<file path="config.mk">
export PLATFORM = sky130hd
export DESIGN_NAME = uart_cmd_tx
export DESIGN_NICKNAME = d
export VERILOG_FILES = /design/src/rtl/uart_cmd_tx.sv
export SDC_FILE = /design/constraint.sdc
export NUM_CORES = 1
export LEC_CHECK = 0
export BUFFER_PORTS_ARGS = -buffer_cell sky130_fd_sc_hd__buf_2
export CELL_PAD_IN_SITES_DETAIL_PLACEMENT = 2
export CELL_PAD_IN_SITES_GLOBAL_PLACEMENT = 2
export CORE_MARGIN = 8
export CORE_UTILIZATION = 31
export CTS_BUF_LIST = sky130_fd_sc_hd__clkbuf_2
export DETAILED_ROUTE_END_ITERATION = 10
export PLACE_DENSITY = 0.87
export REMOVE_ABC_BUFFERS = 1
export SLEW_MARGIN = 20
export SYNTH_ARGS = -nofsm -noshare
export SYNTH_HDL_FRONTEND = slang
export SYNTH_SLANG_ARGS = --single-unit
</file>
<file path="constraint.sdc">
create_clock -name clk -period 2.65 [get_ports clk]
set_clock_uncertainty 0.1 [all_clocks]
set_input_delay 0.3975 -clock clk [delete_from_list [all_inputs] [get_ports clk]]
set_output_delay 0.3975 -clock clk [all_outputs]
set_load 0.02 [all_outputs]
</file>
<file path="src/rtl/uart_cmd_tx.sv">
// Host-side UART command transmitter: latches one opcode plus operands and
// serializes them as contiguous start/data/parity/stop frames followed by an idle gap.
module uart_cmd_tx #(
    parameter int unsigned PRESCALE  = 5,
    parameter bit          PAR_EN    = 1'b1,
    parameter bit          PAR_ODD   = 1'b0,
    parameter int unsigned IDLE_BITS = 1
) (
    input  logic       clk,
    input  logic       reset,
    input  logic       cmd_valid,
    output logic       cmd_ready,
    input  logic [7:0] cmd_op,
    input  logic [7:0] cmd_b0,
    input  logic [7:0] cmd_b1,
    input  logic [7:0] cmd_b2,
    output logic       tx_out,
    output logic       busy,
    output logic       cmd_err
);

    localparam int unsigned CNT_W = (PRESCALE > 1) ? $clog2(PRESCALE) : 1;
    localparam int unsigned GAP_W = (IDLE_BITS > 1) ? $clog2(IDLE_BITS) : 1;

    localparam logic [CNT_W-1:0] CNT_RELOAD = CNT_W'(PRESCALE - 1);
    localparam logic [GAP_W-1:0] GAP_LAST   = GAP_W'(IDLE_BITS - 1);

    localparam logic [7:0] OP_REG_WR = 8'hAA;
    localparam logic [7:0] OP_REG_RD = 8'hBB;
    localparam logic [7:0] OP_ALU_WP = 8'hCC;
    localparam logic [7:0] OP_ALU_NP = 8'hDD;

    typedef enum logic [2:0] {
        S_IDLE,
        S_START,
        S_DATA,
        S_PARITY,
        S_STOP,
        S_GAP
    } state_e;

    state_e            state_q, state_d;
    logic [CNT_W-1:0]  cnt_q,   cnt_d;
    logic [2:0]        bit_q,   bit_d;
    logic [1:0]        byte_q,  byte_d;
    logic [1:0]        last_q,  last_d;
    logic [GAP_W-1:0]  gap_q,   gap_d;
    logic [3:0][7:0]   data_q,  data_d;
    logic              tx_q,    tx_d;
    logic              ready_q, ready_d;
    logic              busy_q,  busy_d;
    logic              err_q,   err_d;

    logic              op_ok_c;
    logic [1:0]        op_last_c;
    logic              bit_end_c;
    logic              accept_c;
    logic [7:0]        cur_byte_c;
    logic              parity_c;

    // Opcode decode: index of the last byte to send, counting the opcode as byte 0
    always_comb begin
        op_ok_c   = 1'b1;
        op_last_c = 2'd0;
        case (cmd_op)
            OP_REG_WR: op_last_c = 2'd2;
            OP_REG_RD: op_last_c = 2'd1;
            OP_ALU_WP: op_last_c = 2'd3;
            OP_ALU_NP: op_last_c = 2'd1;
            default:   op_ok_c   = 1'b0;
        endcase
    end

    assign bit_end_c = (cnt_q == '0);
    assign accept_c  = cmd_valid & ready_q;

    always_comb begin
        state_d = state_q;
        cnt_d   = cnt_q;
        bit_d   = bit_q;
        byte_d  = byte_q;
        last_d  = last_q;
        gap_d   = gap_q;
        data_d  = data_q;
        err_d   = 1'b0;

        case (state_q)
            S_IDLE: begin
                if (accept_c) begin
                    if (op_ok_c) begin
                        state_d = S_START;
                        cnt_d   = CNT_RELOAD;
                        byte_d  = 2'd0;
                        last_d  = op_last_c;
                        data_d  = {cmd_b2, cmd_b1, cmd_b0, cmd_op};
                    end else begin
                        err_d = 1'b1;
                    end
                end
            end
            S_START: begin
                if (bit_end_c) begin
                    state_d = S_DATA;
                    cnt_d   = CNT_RELOAD;
                    bit_d   = 3'd0;
                end else begin
                    cnt_d = cnt_q - CNT_W'(1);
                end
            end
            S_DATA: begin
                if (bit_end_c) begin
                    cnt_d = CNT_RELOAD;
                    if (bit_q == 3'd7) begin
                        state_d = PAR_EN ? S_PARITY : S_STOP;
                    end else begin
                        bit_d = bit_q + 3'd1;
                    end
                end else begin
                    cnt_d = cnt_q - CNT_W'(1);
                end
            end
            S_PARITY: begin
                if (bit_end_c) begin
                    state_d = S_STOP;
                    cnt_d   = CNT_RELOAD;
                end else begin
                    cnt_d = cnt_q - CNT_W'(1);
                end
            end
            S_STOP: begin
                if (bit_end_c) begin
                    cnt_d = CNT_RELOAD;
                    if (byte_q == last_q) begin
                        state_d = S_GAP;
                        gap_d   = '0;
                    end else begin
                        state_d = S_START;
                        byte_d  = byte_q + 2'd1;
                    end
                end else begin
                    cnt_d = cnt_q - CNT_W'(1);
                end
            end
            S_GAP: begin
                if (bit_end_c) begin
                    cnt_d = CNT_RELOAD;
                    if (gap_q == GAP_LAST) begin
                        state_d = S_IDLE;
                    end else begin
                        gap_d = gap_q + GAP_W'(1);
                    end
                end else begin
                    cnt_d = cnt_q - CNT_W'(1);
                end
            end
            default: begin
                state_d = S_IDLE;
            end
        endcase
    end

    // Line level for the upcoming cycle, derived from next-state so tx_out is a flop
    assign cur_byte_c = data_d[byte_d];
    assign parity_c   = (^cur_byte_c) ^ PAR_ODD;

    always_comb begin
        tx_d    = 1'b1;
        ready_d = (state_d == S_IDLE);
        busy_d  = (state_d != S_IDLE);
        case (state_d)
            S_START:  tx_d = 1'b0;
            S_DATA:   tx_d = cur_byte_c[bit_d];
            S_PARITY: tx_d = parity_c;
            default:  tx_d = 1'b1;
        endcase
    end

    always_ff @(posedge clk) begin
        if (reset) begin
            state_q <= S_IDLE;
            cnt_q   <= '0;
            bit_q   <= 3'd0;
            byte_q  <= 2'd0;
            last_q  <= 2'd0;
            gap_q   <= '0;
            data_q  <= '0;
            tx_q    <= 1'b1;
            ready_q <= 1'b0;
            busy_q  <= 1'b0;
            err_q   <= 1'b0;
        end else begin
            state_q <= state_d;
            cnt_q   <= cnt_d;
            bit_q   <= bit_d;
            byte_q  <= byte_d;
            last_q  <= last_d;
            gap_q   <= gap_d;
            data_q  <= data_d;
            tx_q    <= tx_d;
            ready_q <= ready_d;
            busy_q  <= busy_d;
            err_q   <= err_d;
        end
    end

    assign tx_out    = tx_q;
    assign cmd_ready = ready_q;
    assign busy      = busy_q;
    assign cmd_err   = err_q;

endmodule
</file>
# Word-level counts from Yosys, hierarchy flattened

Index checks and enable logic that the tools add are counted.

Memories: 0
Bits of input ports: 35
ROM bits: 0
Bits in registers: 50
Output and inout bits: 4
RAM bits: 0
Bits in latches: 0
Word-level logic and storage cells: 96

Multipliers: 0
Shifts and indexed selects: 0
Div/mod/pow operators: 0
Bitwise logic cells: 3
Eq/ne operators: 19
Magnitude comparators: 2
$add $sub $neg: 4
Muxes and demuxes: 40
Reductions and logical operators: 14

Operator list:

| operator                                                             | count |
|---|---|
| 32-bit 2-to-1 mux                                                    | 3 |
| 3-bit 2-to-1 mux                                                     | 16 |
| 8-bit == test, second input constant                                 | 4 |
| 3-bit case mux with 6 select lines                                   | 1 |
| 8-bit binary-select mux with 2-bit select                            | 1 |
| 3-bit by 2-bit == test with 1-bit output, second input constant      | 4 |
| 3-bit case mux with 2 select lines                                   | 2 |
| 2-bit inequality test, second input constant                         | 5 |
| 3-bit == test, second input constant                                 | 3 |
| 3-bit zero test                                                      | 3 |
| 2-bit 2-to-1 mux                                                     | 4 |
| 8-bit 2-to-1 mux                                                     | 1 |
| 8-bit parity                                                         | 1 |
| 1-bit 2-to-1 mux                                                     | 7 |
| 3-bit by 1-bit == test with 1-bit output, second input constant      | 2 |
| 2-bit case mux with 3 select lines                                   | 1 |
| 3-bit AND reduction                                                  | 2 |
| 5-bit OR reduction                                                   | 1 |
| 3-bit by 4-bit < comparator with 1-bit output, second input constant | 1 |
| 2-bit case mux with 2 select lines                                   | 1 |
| 4-bit AND reduction                                                  | 1 |
| 2-bit nonzero test                                                   | 2 |
| 4-bit OR reduction                                                   | 1 |
| 3-bit by 1-bit adder with 3-bit output, second input constant        | 1 |
| other kinds (13)                                                     | 14 |

# Depth between registers and ports, before layout

Gate-level depths: netlist of run 1.

Depth after elaboration: 11
Mapped depth: 13
Mapped depth without buffers: 10

# Least setup slack after synthesis of run 1

Ideal clock, no wire load.

Path kind: input port to flip-flop
Start: in cmd_op[6]
End: reg tx_q (netlist: tx_out)
Setup time: 0.073 ns
Data arrival time: 2.673 ns
Data required time: 2.477 ns
Cell stages on the path: 10
Path buffers: 0
Path slack: -0.197 ns
Cell sequence: and4bb_1 > o2111a_2 > and2_4 > or4_1 > o311ai_1 > xnor2_1 > xnor3_1 > mux2i_1 > xnor3_1 > o211ai_2

Word-level cells in the longest chain between the ends: 11
Elaborated cells between the ends (all ways): 24
Those cells by class: 7 x eq/ne; 15 x mux; 2 x reduce/logical

Ends and longest elaborated chain:

| what                                                                           | RTL line | RTL |
|---|---|---|
| start: declaration                                                             | 13       | `input logic [7:0] cmd_op,` |
| 8-bit == test                                                                  | 65       | `case (cmd_op)` |
| 4-bit OR reduction (no line)                                                   | n/a      |  |
| 1-bit 2-to-1 mux                                                               | 65       |  |
| 2-bit 2-to-1 mux / 32-bit 2-to-1 mux (equally long branches)                   | 90       | `if (op_ok_c) begin` |
| 2-bit 2-to-1 mux / 32-bit 2-to-1 mux (equally long branches)                   | 89       | `if (accept_c) begin` |
| 2-bit case mux with 2 select lines / 32-bit 2-to-1 mux (equally long branches) | 87       | `case (state_q)` |
| 8-bit binary-select mux with 2-bit select                                      | 163      | `assign cur_byte_c = data_d[byte_d];` |
| 8-bit 2-to-1 mux (implied by the code)                                         | 163      |  |
| 1-bit binary-select mux with 3-bit select                                      | 172      | `S_DATA: tx_d = cur_byte_c[bit_d];` |
| 1-bit 2-to-1 mux (implied by the code)                                         | 172      |  |
| 1-bit case mux with 3 select lines *                                           | 170      | `case (state_d)` |
| end signal: assignment                                                         | 199      | `tx_q <= tx_d;` |
| end: declaration                                                               | 49       | `logic tx_q, tx_d;` |

Mark *: on every way between the ends. The rest lies on a longest branch, timed or not. The select of a mux whose other input is x is not followed.
A chain may end at the register's enable or synchronous reset.

# Final worst setup path of run 1

Start: reg state_q[2]
End: reg tx_q (netlist: tx_out)

Word-level cells in the longest chain between the ends: 7
Elaborated cells between the ends (all ways): 28
Those cells by class: 8 x eq/ne; 18 x mux; 2 x reduce/logical

Ends and longest elaborated chain:

| what                                                                           | RTL line | RTL |
|---|---|---|
| start: declaration                                                             | 42       | `state_e state_q, state_d;` |
| start signal: assignment                                                       | 192      | `state_q <= state_d;` |
| 3-bit == test / 3-bit zero test (equally long branches)                        | 87       |  |
| 2-bit case mux with 2 select lines / 32-bit 2-to-1 mux (equally long branches) | 87       |  |
| 8-bit binary-select mux with 2-bit select                                      | 163      |  |
| 8-bit 2-to-1 mux (implied by the code)                                         | 163      |  |
| 1-bit binary-select mux with 3-bit select                                      | 172      |  |
| 1-bit 2-to-1 mux (implied by the code)                                         | 172      |  |
| 1-bit case mux with 3 select lines *                                           | 170      |  |

Marks and branches as above.

==> results of run 1 <==
[worst max-delay path: stages (launching register included)]
cell      delay, ns
dfxtp_1        0.42
nor3_2         0.25
and2_4         0.21
and2_4         0.23
buf_12         0.20
nand2_1        0.17
buf_4          0.18
a21boi_2       0.17
xnor2_1        0.15
mux2i_1        0.24
xnor3_1        0.47
o211ai_2       0.15
[stage by stage]
step                TNS [ns]  instances  utilization  hold WS [ns]  cell area [um^2]
global route         -0.4088        521       0.4284      0.003032              3485
floorplan            -0.5744        308            -        0.3223              2484
finish               -0.3405        521       0.4284       0.03745              3485
detailed placement   -0.7634        501       0.3910        0.3550              3181
global placement     -0.4483        501       0.3910        0.3435              3181
CTS                  -0.2155        515       0.4192     0.0005412              3410
[kinds of logic after synthesis]
logic type,share of synthesized area
AND/OR/NAND/NOR,0.2390
AO/OA/AOI/OAI,0.2132
flip-flops,0.3808
buffers and inverters,0.04759
multiplexers,0.05439
XOR/XNOR,0.06022
adder cells (fa/ha/maj),0.004856
[report_power, final]
group          switching (mW)  total (mW)  internal, mW
Sequential            0.00192       0.745         0.743
Clock                   0.269       0.336        0.0668
Combinational          0.0476      0.0943        0.0467
[what timing repair did]
item                                   4_1_cts  5_1_grt
setup buffers                                6        1
endpoints found under the hold margin        0        5
setup endpoints to repair                    1        1
gates resized for setup                     34        4
hold buffers                                 0        5
pin swaps                                   13        2
[how the worst min path moves through the flow]
| stage | startpoint | endpoint | cells after the start |
|---|---|---|---|
| finish | cmd_b2[6] | data_q[30] | 3 |
| global route | cmd_b0[5] | data_q[13] | 3 |
| global placement | data_q[23] | data_q[23] | 2 |
| detailed placement | data_q[6] | data_q[6] | 2 |
| CTS | cmd_b0[7] | data_q[15] | 3 |
| floorplan | data_q[24] | data_q[24] | 2 |
[placed cells by master, fill, tap and decap left out, types with 4 or more instances in the layout]
cell type      netlist  layout
dfxtp_1             49      43
o21ai_0              8       6
buf_4                0      54
dfxtp_2              0       6
nand3_1              4       4
nor2_1              32      31
xnor2_1              5       4
a21oi_1             40      39
mux2i_1             14      12
a31oi_1              5       4
inv_1                8       8
xor2_1               5       4
or4_4                1       4
dlygate4sd3_1        0       5
buf_2                5      38
nand2_1             76      76
o211ai_1             6       6
clkbuf_2             0       5
[state kept, by name (all words and copies together), names as in the netlist]
signal     count
data_q        32
cmd_ready      1
last_q         2
byte_q         2
bit_q          3
tx_out         1
state_q        3
busy           1
cnt_q          3
cmd_err        1
[area by class of cell]
class,count,area share
sequential,49,0.2837
multi-input combinational,251,0.4592
clock inverter,3,0.006104
clock buffer,5,0.007181
inverter,8,0.008618
tap,105,0.03770
timing repair buffer,100,0.1975
[layer usage]
metal  GRT usage  wire length, um  vias to the layer above
met5           0                0                        -
met4     0.09146              446                        0
met3     0.02939              341                       37
met2      0.3460             5441                       80
met1      0.2102             4313                     1366
li1            -                -                     1313
==> key figures, run 1 <==
Yosys
  – EDFF count, synth: 0
  – Commonest cells in the netlist: 76 x nand2_1, 49 x dfxtp_1, 40 x a21oi_1
  – Synth cell types: 55
  – Count leader, synth: nand2_1
  – Yosys warns: 0
  – Post-synthesis sequential area ratio: 0.3808
  – Top cell type's share of synthesized area: 0.3808
  – Synth Instances: between 300 and 400
  – #FFs+latches synth: 49
  – Post-synth top flop: dfxtp_1
  – Syn Area/Cell: ~8 um^2
  – Synth area leader: dfxtp_1
  – Ys async rst share: 0
  – Cell Area, Synth: roughly 0.0026 mm^2
  – Largest cells by area after synthesis: dfxtp_1 38%, nand2_1 11%, a21oi_1 7.8%

Run status
  – Failing checks: negative setup slack
  – Outcome: finished with violations

Timing
  – Worst Tran Pin Value: ~0.63 ns
  – Slew margin rel.: 0.5809
  – Endpoints failing hold: 0
  – Tmin final: 2.991 ns
  – Final setup margin: -0.3405 ns
  – Fin crit share: 1.128
  – Fmax: 334.4 MHz
  – Final setup violation count: 1
  – RSZ-0062 raised after global routing: yes
  – Max-slew violation count: 0

Route
  – 1st-iter DRT viols: 73
  – Vias: 2,796
  – Residual DRC count: 0
  – DRT Pass-1 Iters: 5
  – Final wirelength: 10.54 mm
  – Post-route ant nets: 0
  – Wire per inst: 20.24 um
  – Via/cell ratio: 5.367

Critical path
  – R2R Setup Slk: -0.34 ns
  – CP Capture Type: register
  – Reg2reg end: tx_out
  – Critical path fanouts, max: 20
  – Worst setup path startpoint: state_q[2]
  – Startpoint types: register
  – Worst Path Arrival: about 3.3 ns
  – Critical Path End: tx_out
  – Worst EP required: 2.96 ns
  – Critical path type: register to register
  – RR Startpoint: state_q[2]
  – R2R depth: 11

Final layout
  – Area taken by flip-flops and latches: a little under 0.001 mm^2
  – Area Growth Syn to Fin: 35.26%
  – Layout fillers: about 930
  – Area of the multi-input gates: 0.001600 mm^2
  – Layout cells sized above 1: 0.3293
  – Final net count: 451
  – Ant diodes: 0

GRT
  – Gr ovfl total: 0
  – Initial antenna violation count: 0
  – First-pass GRT wire length: 17.03 mm
  – Global-route usage over all layers: 0.1902
  – Via count of the first global-routing pass: 3,183
  – Maximum number of pins on one net before global-route repair: 29

Die
  – Num ports: 39
  – Initial core utilization: 0.3167
  – # rows: 33
  – DIE HEIGHT: 107.2 um
  – CORE AREA: 0.008134 mm^2
  – Width of the die: roughly 110 um
  – Overall die area: 0.01148 mm^2

Power and ir drop
  – P_leak: 1.478 nW
  – Cell Pwr Density: 337.3 mW/mm^2
  – Total power: 1.175 mW
  – VDD IR max: 0.1462 mV

Clock tree
  – Later-pin clock latency in the skew report: around 0.46 ns
  – Clk sinks: 49
  – Clk root buf: clkbuf_2
  – Clock buffer depth: 2
  – H-tree depth: 2
  – CTS Buf Count: 5
  – Worst-path clk slew: 0.28 ns
  – CTS tree: built

Place
  – PortBufs: 38
  – RePlAce Congestion: 0.8784
  – Post-DP HPWL: between 7 and 8 mm
  – Pre-CTS setup slack: -0.7634 ns

Worst hold path
  – Hold crit path type: input port to register

Job
  – Max Cap Viol: 0
No activity file was read; power rests on OpenSTA's default activity.
==> run 2, diff against run 1 <==
--- a/config.mk
+++ b/config.mk
@@ -5,7 +5,7 @@
 export SDC_FILE = /design/constraint.sdc
 export NUM_CORES = 1
 export LEC_CHECK = 0
-export BUFFER_PORTS_ARGS = -buffer_cell sky130_fd_sc_hd__buf_2
+export BUFFER_PORTS_ARGS = -buffer_cell sky130_fd_sc_hd__buf_4
 export CELL_PAD_IN_SITES_DETAIL_PLACEMENT = 2
 export CELL_PAD_IN_SITES_GLOBAL_PLACEMENT = 2
 export CORE_MARGIN = 8
==> run 2 against run 1 <==
  * The run still ends with negative setup slack left
  * Register-to-register slack hardly changed
  * Utilization grew 1.2 points
  * Flip-flop and latch count did not move
  * Clock power increased by 4%
  * Largest power group unchanged
  * Sequential share of layout area down 0.71 points
  * Critical path type unchanged
==> key figures, run 2 (same netlist as run 1, synthesis figures left out) <==
Critical path
  – CP Buf/Inv Count: 2
  – R2R depth: 12
  – Worst Path Arrival: 3.28 ns
  – Worst path max stage delay: 0.46 ns
  – Critical path type: register to register
  – CP most frequent cell: buf_4
  – Critical path fanouts, max: 4
  – Crit-path cells: xor2_4 -> mux2i_2 -> a211oi_4 -> buf_4 -> buf_4 -> o21ai_0 -> o211ai_1 -> mux2i_1 -> and3_1 -> a211oi_1 -> o31ai_2 -> o211ai_2
  – Slowest-stage cell, CP: dfxtp_2
  – Crit path max-delay family: compound AO/OA/AOI/OAI gates
  – Critical path depth: 12
  – Worst EP required: just under 3 ns
  – Startpoint types: register
  – CP Capture Type: register

Final layout
  – Biggest register: data_q
  – Finished Cell Area: 0.003583 mm^2
  – Layout cells sized above 1: 0.3245
  – Max reg flops: 32
  – Post-Layout Cell Count: 521
  – Commonest non-fill, non-tap cell in the layout: buf_4
  – Util after Layout: 0.4405
  – Layout fillers: around 930
  – Ant diodes: 0
  – Area Growth Syn to Fin: 39.10%
  – Final net count: 451
  – Commonest non-fill, non-tap cells in the layout: 91 x buf_4, 76 x nand2_1, 43 x dfxtp_1, 39 x a21oi_1, 31 x nor2_1

Timing
  – Min Hold Slack: 0.03999 ns
  – Tmin final: 2.999 ns
  – Worst Tran Pin Value: 0.5477 ns
  – Final setup violation count: 1
  – Endpoints failing hold: 0
  – RSZ-0062 raised after global routing: yes
  – Fmax: 333.5 MHz
  – Setup total negative slack: -0.3486 ns
  – Slew margin rel.: 0.6349
  – Fin crit share: 1.132
  – Max-slew violation count: 0
  – Final setup margin: -0.3486 ns

Worst hold path
  – Hold Path Cell Cnt: 3
  – Hold crit path type: input port to register

Power and ir drop
  – VDD IR max: 0.1506 mV
  – Total power: 1.196 mW
  – Cell Pwr Density: 333.7 mW/mm^2
  – P_leak: around 1.5 nW

Route
  – DRT Pass-1 Iters: 4
  – Post-route ant nets: 0
  – 1st-iter DRT viols: 97
  – Residual DRC count: 0
  – Via/cell ratio: 5.309
  – Wire per inst: between 20 and 25 um
  – Final wirelength: ~11 mm
  – Vias: 2,766

Die
  – CORE AREA: a little over 0.008 mm^2
  – DIE HEIGHT: 107.2 um
  – Num ports: 39
  – # rows: 33
  – Overall die area: 0.01148 mm^2
  – Width of the die: between 100 and 150 um
  – Initial core utilization: 0.3167

Place
  – PortBufs: 38
  – Pre-CTS setup slack: -0.7688 ns
  – RePlAce Congestion: 0.8941
  – Post-Place Cells: 506
  – DP Area: roughly 0.0033 mm^2
  – Post-DP HPWL: 7.521 mm

Clock tree
  – Worst-path clk slew: 0.31 ns
  – H-tree depth: 2
  – Later-pin clock latency in the skew report: 0.47 ns
  – Clk root buf: clkbuf_2
  – CTS Buf Count: 5
  – CTS tree: built
  – Clk sinks: 49
  – Clock buffer depth: 2

GRT
  – Via count of the first global-routing pass: 3,198
  – Met1 Use GR: 0.2149
  – Maximum number of pins on one net before global-route repair: 49
  – First-pass GRT wire length: 17.56 mm
  – M3 GR Usage: 0.03479
  – Initial antenna violation count: 0
  – Met2 Use GR: 0.3566
  – Gr ovfl total: 0
  – Top Usage Layer GRT: met2
  – Global-route usage over all layers: 0.1929

Run status
  – Failing checks: negative setup slack
  – Outcome: finished with violations

Job
  – Max Cap Viol: 0
run 2: changes by cell type in the layout (fill, tap and decap cells not counted), moves of 2 or more:
cell | previous run | this run
dlygate4sd3_1 | 5 | 3
buf_4 | 54 | 91
buf_2 | 38 | 0
buf_6 | 2 | 5
run 2: layout make-up:
cell class / count / area, um^2 / area share
Inverter: 8 / 30.03 / 0.008380
Tap cell: 105 / 131.4 / 0.03666
Clock inverter: 3 / 21.27 / 0.005936
Timing Repair Buffer: 100 / 789.5 / 0.2203
Sequential cell: 49 / 991.0 / 0.2765
Multi-Input combinational cell: 251 / 1595 / 0.4452
Clock buffer: 5 / 25.02 / 0.006983
run 2: report_power, final:
part	internal, mW	switching [mW]
clock	0.0673	0.282
combinational	0.0561	0.0459
sequential	0.743	0.00210
run 2: worst reg2reg max path, delay by kind of cell (launching register included):
| kind | cells | cell delay (ns) |
|---|---|---|
| DFF | 1 | 0.46 |
| xor gates and xnor gates | 1 | 0.19 |
| buffers and inverters | 2 | 0.32 |
| muxes | 2 | 0.61 |
| and+or+nand+nor | 1 | 0.23 |
| AOI/OAI and AO/OA | 6 | 1.01 |
run 2: what timing repair did:
| action | 4_1_cts | 5_1_grt |
|---|---|---|
| endpoints found under the hold margin | 0 | 3 |
| hold buffers | 0 | 3 |
| pin swaps | 10 | 4 |
| gates resized for setup | 31 | 4 |
| gates cloned | 0 | 0 |
| buffers inserted | 4 | 1 |
| setup endpoints to repair | 1 | 1 |
run 2: final timing paths:
check        startpoint         end  slack [ns]
min           cmd_b1[5]  data_q[21]        0.04
max reg2reg   last_q[1]      tx_out       -0.35
min reg2reg   data_q[6]   data_q[6]        0.37
max           last_q[1]      tx_out       -0.35
run 2: per-layer routing:
metal / part of all wire / vias to the layer above
met1: 0.42 / 1364
met5: 0 / -
met3: 0.029 / 26
met4: 0.030 / 0
met2: 0.52 / 56
li1: - / 1320
==> run 3, diff against run 2 <==
--- a/config.mk
+++ b/config.mk
@@ -14,7 +14,7 @@
 export DETAILED_ROUTE_END_ITERATION = 10
 export PLACE_DENSITY = 0.87
 export REMOVE_ABC_BUFFERS = 1
-export SLEW_MARGIN = 20
+export SETUP_SLACK_MARGIN = 0.4
 export SYNTH_ARGS = -nofsm -noshare
 export SYNTH_HDL_FRONTEND = slang
 export SYNTH_SLANG_ARGS = --single-unit
==> run 3 against run 2 <==
  * The flow still finishes with violations (negative setup slack)
  * Wire length is 2.6% higher
  * Hold slack gained 0.014 ns
  * Flip-flop and latch count is the same
  * Via count is 0.98% lower
  * Global-route usage rose by 0.52 points
  * Utilization is 0.74 points lower
  * Design area decreased by 1.7%
  * Total power down 0.99%
  * Clock-buffer cell count stayed put
  * Largest power group unchanged
==> key figures, run 3 (same netlist as run 1, synthesis figures left out) <==
Critical path
  – CP Capture Type: register
  – RR Startpoint: last_q[1]
  – R2R depth: 13
  – Critical path type: register to register
  – Critical path fanouts, max: 4
  – Worst EP required: 2.91 ns
  – Worst Path Arrival: 3.33 ns
  – Slowest-stage cell, CP: dfxtp_2
  – Reg2reg end: tx_out
  – Worst path max stage delay: 0.45 ns
  – R2R Setup Slk: -0.42 ns
  – Startpoint types: register
  – Crit-path cells: xor2_4 -> mux2i_2 -> a211oi_4 -> buf_4 -> or4_4 -> o211ai_1 -> buf_4 -> buf_6 -> mux2i_1 -> mux2i_1 -> a211oi_1 -> o31ai_2 -> o211ai_2

Final layout
  – Finished Cell Area: around 0.0035 mm^2
  – Max reg flops: 32
  – Biggest register: data_q
  – Commonest non-fill, non-tap cells in the layout: 92 x buf_4, 76 x nand2_1, 45 x dfxtp_1, 39 x a21oi_1, 31 x nor2_1
  – Area taken by flip-flops and latches: 988.4 um^2
  – Commonest non-fill, non-tap cell in the layout: buf_4
  – Ant diodes: 0
  – Util after Layout: 0.4332
  – Area Growth Syn to Fin: 36.77%
  – Final net count: 448
  – Area of the multi-input gates: 0.001572 mm^2
  – Layout cells sized above 1: 0.3148
  – Layout fillers: 926

Clock tree
  – Clk sinks: 49
  – Hold_buf cts: 0
  – CTS tree: built
  – Later-pin clock latency in the skew report: 0.45 ns
  – Clock buffer depth: 2
  – CTS Buf Count: 5
  – H-tree depth: 2
  – Worst-path clk slew: 0.28 ns
  – Clk root buf: clkbuf_2

Power and ir drop
  – Switch share: 0.2713
  – Cell Pwr Density: between 300 and 400 mW/mm^2
  – Seq pwr share: 0.629
  – VDD IR max: 0.1857 mV
  – Comb pwr share: 0.084
  – Pint: around 0.86 mW
  – Clock share of power: 0.287
  – Switching Power: 0.3213 mW
  – Total power: 1.184 mW
  – P_leak: about 1.5 nW

Route
  – Via/cell ratio: 5.288
  – Post-route ant nets: 0
  – Wire per inst: between 20 and 25 um
  – 1st-iter DRT viols: 59
  – Vias: 2,739
  – DRT Pass-1 Iters: 4
  – Residual DRC count: 0
  – Final wirelength: 11.08 mm

Timing
  – RSZ-0062 raised after global routing: yes
  – Endpoints failing hold: 0
  – Final setup violation count: 1
  – Tmin final: 3.070 ns
  – Slew margin rel.: 0.6177
  – Fin crit share: 1.159
  – Max-slew violation count: 0
  – Setup total negative slack: -0.4202 ns
  – Fmax: 325.7 MHz
  – Worst Tran Pin Value: around 0.57 ns
  – Final setup margin: -0.4202 ns

GRT
  – Via count of the first global-routing pass: roughly 3,300
  – Maximum number of pins on one net before global-route repair: around 50
  – Initial antenna violation count: 0
  – First-pass GRT wire length: 17.94 mm
  – Global-route usage over all layers: 0.1981
  – Gr ovfl total: 0

Worst hold path
  – Worst hold start: cmd_b0[7]
  – Hold Path Cell Cnt: 3
  – Hold crit path type: input port to register
  – Worst Hold End: data_q[15]

Die
  – Width of the die: 107.2 um
  – DIE HEIGHT: 107.2 um
  – Initial core utilization: 0.3167
  – # rows: 33
  – Num ports: 39
  – Overall die area: 0.01148 mm^2
  – CORE AREA: between 0.008 and 0.009 mm^2

Job
  – Max Cap Viol: 0

Run status
  – Failing checks: negative setup slack
  – Outcome: finished with violations

Place
  – RePlAce Congestion: 0.8941
  – Post-DP HPWL: 7.521 mm
  – DP Area: approximately 0.0033 mm^2
  – PortBufs: 38
## run 3: cell count changes in the layout (fill, tap and decap cells not counted)
cell,before,now
o21ai_1,1,2
buf_4,91,92
o311ai_2,0,1
or4_4,3,2
dfxtp_2,5,3
o221ai_2,2,1
or4_1,2,3
o311ai_4,1,0
o221ai_1,0,1
dfxtp_1,43,45
o21ai_2,1,0
dlygate4sd3_1,3,0
buf_6,5,4
## run 3: critical path: cells and delay by family, from the launching register on
kind / cells / cell delay [ns]
AO/OA/AOI/OAI: 5 / 0.85
flip-flops: 1 / 0.45
XOR/XNOR: 1 / 0.18
multiplexers: 3 / 0.56
AND/OR/NAND/NOR: 1 / 0.40
buffers and inverters: 3 / 0.42
## run 3: layout make-up
class,instances,share of cell area
Timing Repair Buffer,97,0.2145
Tap cell,105,0.03729
Clock buffer,5,0.007102
Clock inverter,3,0.006037
Sequential cell,49,0.2805
Inverter,8,0.008523
Multi-Input combinational cell,251,0.4460
## run 3: worst max path at each step
stage | slack [ns] | endpoint | cells past startpoint | from
2_1_floorplan | -0.57 | tx_out | 10 | cnt_q[0]
3_3_place_gp | -0.51 | tx_out | 12 | cmd_op[6]
3_5_place_dp | -0.77 | tx_out | 10 | byte_q[1]
4_1_cts | -0.31 | tx_out | 13 | last_q[1]
5_1_grt | -0.50 | tx_out | 11 | last_q[1]
6_report | -0.42 | tx_out | 13 | last_q[1]
## run 3: through the flow
| stage | worst slack [ns] | hold WS (ns) | instances |
|---|---|---|---|
| 2_1_floorplan | -0.5744 | 0.3223 | 308 |
| 3_3_place_gp | -0.5060 | 0.3457 | 506 |
| 3_5_place_dp | -0.7688 | 0.3493 | 506 |
| 4_1_cts | -0.3141 | 0.03141 | 518 |
| 5_1_grt | -0.5008 | 0.002719 | 518 |
| 6_report | -0.4202 | 0.05383 | 518 |
## run 3: layer usage
| metal | vias to the layer above | part of all wire | global-route usage |
|---|---|---|---|
| li1 | 1313 | - | - |
| met1 | 1338 | 0.41 | 0.2195 |
| met2 | 62 | 0.52 | 0.3583 |
| met3 | 26 | 0.034 | 0.04079 |
| met4 | 0 | 0.032 | 0.08141 |
| met5 | - | 0 | 0 |
## run 3: power groups by stage
stage	combinational [mW]	sequential (mW)	clock, mW
global placement	0.0895	0.758	0
floorplan	0.0207	0.760	0
finish	0.0998	0.745	0.340
CTS	0.0976	0.746	0.356
global route	0.106	0.746	0.385
detailed placement	0.0945	0.758	0
## run 3: what timing repair did
| action | CTS | global route |
|---|---|---|
| gates cloned | 0 | 0 |
| buffers inserted | 4 | 0 |
| endpoints found under the setup margin | 2 | 2 |
| pin swaps | 8 | 2 |
| resized for setup | 24 | 4 |
